===== src/rtl/task_return_scan.sv =====
// Sequential first-set-bit scanner: takes a word over valid/ready, examines STEP bits
// per cycle in the configured direction and holds the first hit on a valid/ready port.
module task_return_scan #(
    parameter int WIDTH     = 32,
    parameter int STEP      = 4,
    parameter bit MSB_FIRST = 1'b0,
    localparam int IW = (WIDTH > 1) ? $clog2(WIDTH) : 1,
    localparam int CW = $clog2(WIDTH / STEP + 1)
) (
    input  logic          clk,
    input  logic          rst_n,
    input  logic          in_valid,
    output logic          in_ready,
    input  logic [WIDTH-1:0] in_data,
    output logic          out_valid,
    input  logic          out_ready,
    output logic          out_found,
    output logic [IW-1:0] out_index,
    output logic [CW-1:0] out_cycles
);

    localparam int NCHUNK = WIDTH / STEP;

    generate
        if (STEP < 1 || STEP > WIDTH || (WIDTH % STEP) != 0) begin : g_bad_step
            $error("task_return_scan: WIDTH (%0d) must be a multiple of STEP (%0d)", WIDTH, STEP);
        end
    endgenerate

    typedef enum logic [1:0] {IDLE, SCAN, DONE} state_t;

    state_t          state, state_nx;
    logic [WIDTH-1:0] word;      // unscanned bits, next chunk always in the low STEP bits
    logic [WIDTH-1:0] word_ord;
    logic [CW-1:0]   cnt;        // doubles as the chunk pointer: both start at 0 and step together
    logic [IW:0]     hit;
    logic            hit_found;
    logic [IW-1:0]   hit_off;
    logic [IW-1:0]   scan_pos;
    logic [IW-1:0]   abs_index;
    logic            last_chunk;

    // Early-return priority search: the lowest set bit of the chunk wins.
    function automatic logic [IW:0] first_hit(input logic [STEP-1:0] chunk);
        for (int j = 0; j < STEP; j++) begin
            if (chunk[j]) return {1'b1, IW'(j)};
        end
        return '0;
    endfunction

    // MSB-first mode bit-reverses the word once at capture so the scan itself is direction-free.
    always_comb begin
        word_ord = in_data;
        if (MSB_FIRST) begin
            for (int i = 0; i < WIDTH; i++) word_ord[i] = in_data[WIDTH-1-i];
        end
    end

    assign hit        = first_hit(word[STEP-1:0]);
    assign hit_found  = hit[IW];
    assign hit_off    = hit[IW-1:0];
    assign scan_pos   = IW'(int'(cnt) * STEP + int'(hit_off));
    assign abs_index  = MSB_FIRST ? (IW'(WIDTH - 1) - scan_pos) : scan_pos;
    assign last_chunk = (cnt == CW'(NCHUNK - 1));

    assign in_ready  = (state == IDLE);
    assign out_valid = (state == DONE);

    // NOTE: every signal assigned in always_comb gets a default first so no latch is inferred.
    always_comb begin
        state_nx = state;
        case (state)
            IDLE:    if (in_valid) state_nx = SCAN;
            SCAN:    if (hit_found || last_chunk) state_nx = DONE;
            DONE:    if (out_ready) state_nx = IDLE;
            default: state_nx = IDLE;
        endcase
    end

    // NOTE: clocked state uses non-blocking assignments so all registers update from pre-edge values.
    always_ff @(posedge clk or negedge rst_n) begin
        if (!rst_n) state <= IDLE;
        else        state <= state_nx;
    end

    always_ff @(posedge clk or negedge rst_n) begin
        if (!rst_n) begin
            cnt        <= '0;
            out_found  <= 1'b0;
            out_index  <= '0;
            out_cycles <= '0;
        end else begin
            if (state == IDLE && in_valid) begin
                cnt <= '0;
            end else if (state == SCAN) begin
                cnt <= cnt + CW'(1);
                if (hit_found) begin
                    out_found  <= 1'b1;
                    out_index  <= abs_index;
                    out_cycles <= cnt + CW'(1);
                end else if (last_chunk) begin
                    out_found  <= 1'b0;
                    out_index  <= '0;
                    out_cycles <= cnt + CW'(1);
                end
            end
        end
    end

    // NOTE: the word shifter carries no reset; it is always loaded before it is examined.
    always_ff @(posedge clk) begin
        if (state == IDLE && in_valid) word <= word_ord;
        else if (state == SCAN)        word <= word >> STEP;
    end

endmodule


===== config.mk =====
export PLATFORM = sky130hd
export DESIGN_NAME = task_return_scan
export DESIGN_NICKNAME = d
export VERILOG_FILES = /design/src/rtl/task_return_scan.sv
export SDC_FILE = /design/constraint.sdc
export NUM_CORES = 1
export LEC_CHECK = 0
export CAP_MARGIN = 20
export CORE_MARGIN = 2
export CORE_UTILIZATION = 35
export CTS_BUF_LIST = sky130_fd_sc_hd__clkbuf_16
export DETAILED_ROUTE_END_ITERATION = 6
export GPL_TIMING_DRIVEN = 0
export PLACE_DENSITY = 0.59
export SLEW_MARGIN = 20
export SYNTH_ARGS = -nofsm -noshare
export SYNTH_HDL_FRONTEND = slang
export SYNTH_SLANG_ARGS = --single-unit

===== constraint.sdc =====
create_clock -name clk -period 3.31 [get_ports clk]
set_input_delay 0.8275 -clock clk [delete_from_list [all_inputs] [get_ports clk]]
set_output_delay 0.8275 -clock clk [all_outputs]
set_load 0.01 [all_outputs]

==> results of run 1 <==
how the worst max path moves through the flow:
stage                  start            endpoint  cells past startpoint
floorplan           in_valid  word[10]$_DFFE_PP_                      3
global placement    in_valid   word[5]$_DFFE_PP_                      4
detailed placement  in_valid  word[18]$_DFFE_PP_                      4
CTS                 in_valid  word[18]$_DFFE_PP_                      4
global route        in_valid  word[18]$_DFFE_PP_                      4
finish              in_valid  word[21]$_DFFE_PP_                      4
Yosys cell counts (all sizes together):
cell type  instances
mux2              33
edfxtp            32
dfrtp             16
and2               4
buf                4
nand2              4
nand2b             4
a22o               3
inv                3
nor2               3
o21ai              3
a21oi              2
mux2i              2
nor2b              2
a21o               1
a2bb2oi            1
ha                 1
nand3              1
nand3b             1
nor3b              1
nor4               1
o21ba              1
o21bai             1
o22ai              1
o2bb2ai            1
o31ai              1
xnor2              1
xor2               1
logic make-up (layout without fill, tap and decap cells):
logic type      count (synthesis)  count (layout)  share of synthesized area, %
flops                          48              48                         65.11
mux                            35              35                         18.91
simple gates                   21              21                         6.762
compound gates                 15              15                         5.387
buf+inv                         7              62                         2.393
xor+xnor                        2               2                        0.8380
fa+ha+maj                       1               1                        0.5983
per-stage QoR:
stage	setup WS, ps	hold WS [ps]	power, mW	instance area [um^2]	util, %
after detailed placement	629.8	494.4	1.797	2655	45.38
after global placement	646.0	488.2	1.769	2655	45.38
after CTS	918.0	514.0	2.356	2819	48.18
after global routing	859.6	529.3	2.463	2819	48.18
final	962.5	509.7	2.321	2819	48.18
after floorplan	1366	501.3	1.534	2091	-
layout make-up:
type | count | area share [%]
Timing Repair Buffer | 47 | 16.69
Buffer | 4 | 1.376
Sequential cell | 48 | 48.29
Multi-Input combinational cell | 74 | 24.10
Clock buffer | 5 | 4.439
Tap cell | 75 | 3.329
Inverter | 3 | 0.3995
Clock inverter | 3 | 1.376
per-layer routing:
layer | global-route usage (%) | wire [um] | vias to the layer above | part of all wire, %
met3 | 4.667 | 302 | 4 | 8.3
met1 | 13.91 | 1485 | 585 | 41
met4 | 4.576 | 39 | 0 | 1.1
met5 | 0 | 0 | - | 0
li1 | - | - | 584 | -
met2 | 20.25 | 1812 | 44 | 50
placed cells by master (no fill, tap or decap), drive strengths merged, types with 4 or more instances in the layout:
cell / instances
inv: 4
nand2: 4
and2: 4
edfxtp: 32
clkdlybuf4s50: 47
mux2: 33
nand2b: 4
clkbuf: 5
buf: 4
dfrtp: 16
power by group through the flow:
stage | sequential, mW | clock (mW) | combinational (mW)
final | 1.08 | 0.551 | 0.690
after floorplan | 1.08 | 0 | 0.455
after detailed placement | 1.10 | 0 | 0.697
after global routing | 1.11 | 0.595 | 0.757
after global placement | 1.09 | 0 | 0.684
after CTS | 1.09 | 0.566 | 0.702
state kept, by name, summed over array words and instances, names as in the netlist:
signal	cells
word	32
out_found	1
cnt	4
state	2
out_index	5
out_cycles	4
==> flow_summary.yaml, run 1 <==
outcome:
  outcome: "completed"
setup_path:
  critPathArrivalTime_ps: 2380
  cp.required_ps: 3340
  crit_chain: "clkdlybuf4s50_1 -> nor3b_4 -> buf_6 -> mux2_2"
  worst-path-buf-inv: 2
  slowest_stage: "clkdlybuf4s50_1"
  cp-end-kind: "flip-flop"
  path_class: "in2reg"
  worstRegToRegCells: 3
  max_stage_delay_ps: 490
  path_delay_family: "buffers and inverters"
  startpoint_type: "primary input"
  worstReg2RegEnd: "cnt[2]$_DFFE_PN0P_"
  reg2reg_slack_ps: 1510
  r2r_start: "state[1]$_DFFE_PN0P_"
  cp_max_fo: 10
pwr:
  p_per_area_nw_per_um2: 823.4
  pwr-share-seq_pct: 46.6
  ir_drop_mv: 0.3706
  pwr-share-clk_pct: 23.7
  internal_power_mw: 1.712
  switchingPower_uw: 609.4
  p_leak_nw: 1.077
  netSwitchingFraction_pct: 26.25
  pwr-share-comb_pct: 29.7
timing:
  setup_viol_count_final: 0
  rsz0062_at_grt: "false"
  worst_slew_pin_slew_ps: 925.1
  finalHoldViolations: 0
  fmax_ghz: 0.4260
  maxSlewViolCount: 0
  finClkSkew_ps: 5.537
  period_needed_ps: 2348
  min_period_over_period_pct: 70.92
  relSlewSlack_pct: 38.33
  fin_setup_tns_ps: 0
min_path:
  hold_path_end: "out_index[3]$_DFFE_PN0P_"
  hold_class: "reg2reg"
  hold_path_depth: 1
  min_from: "out_index[3]$_DFFE_PN0P_"
placed_design:
  place_inst: 251
  place.port_buffers: 47
  dp_hpwl_um: 2652
  place_congestion: 0.7364
synthesis:
  synth.area.top_cells: "edfxtp_1 (46%), dfrtp_1 (19%), mux2_2 (17%)"
  netlist.area_leader.share_pct: 45.96
  synth_top_cell_by_area: "edfxtp_1"
  synthCells: 129
  postSynthAreaPerCell_um2: 16.21
  syn_nets: 166
  synth_seq_cells: 48
  yosysWarnings: 0
  synth-seq-area-share_pct: 65.11
  synth_cell_types: 32
  synth_area_um2: 2091
global_route:
  grt_max_degree: 35
  grt_first_pass_wirelength_um: 5927
  antenna_found_initial: 0
  grtUsageTotal_pct: 12.07
  grt_pass1_vias: 1289
  overflow: 0
layout:
  layout.cells.non_filler: 259
  n_antenna_cell: 0
  drive_gt1_share_pct: 26.09
  nFillCells: 487
  nets: 220
  regArea_um2: 1361
  multi_input_area_um2: 679.4
  syn2layout_area_growth_pct: 34.83
floorplanning:
  ios: 48
  dieArea_um2: 6608
  initial_utilization_pct: 35.74
  coreArea_um2: 5851
  die_h_um: 81.29
  chipWidth_um: 81.29
  rows: 28
clock_network:
  cts-htree-levels: 2
  clk_latency_ps: 280
  cts_root_buf: "clkbuf_16"
  post-cts-setup-buffers: 0
  cts_buffer_depth: 2
  path_clk_slew_ps: 60
  cts_tree: "yes"
  clock-sinks: 48
  cts_made_buffers: 5
  hold_buffers: 0
  cts_resized: 0
route:
  ant_nets: 0
  drt-pass1-iter-count: 4
  via_per_inst: 4.699
  drc: 0
  vias: 1217
  routed_wl_um: 3640
  drt-initial-drc-count: 74
  wire_per_inst_um: 14.05
job:
  cap_violations: 0
(Power assumes the default switching activity.)
==> inputs of run 2 (changes only) <==
- clock period: 3.31 -> 2.4 ns (I/O delays scaled with it)
==> results of run 2 <==
Same layout as run 1 (identical final DEF). Status: completed.
Among the figures that moved: setup slack after placement 629.8 ps -> -52.72 ps; setup slack after layout 962.5 ps -> 280.0 ps; register-to-register setup slack 1510 ps -> 600 ps; total power 2.321 mW -> 3.201 mW; worst IR drop on VDD 0.3706 mV -> 0.5112 mV
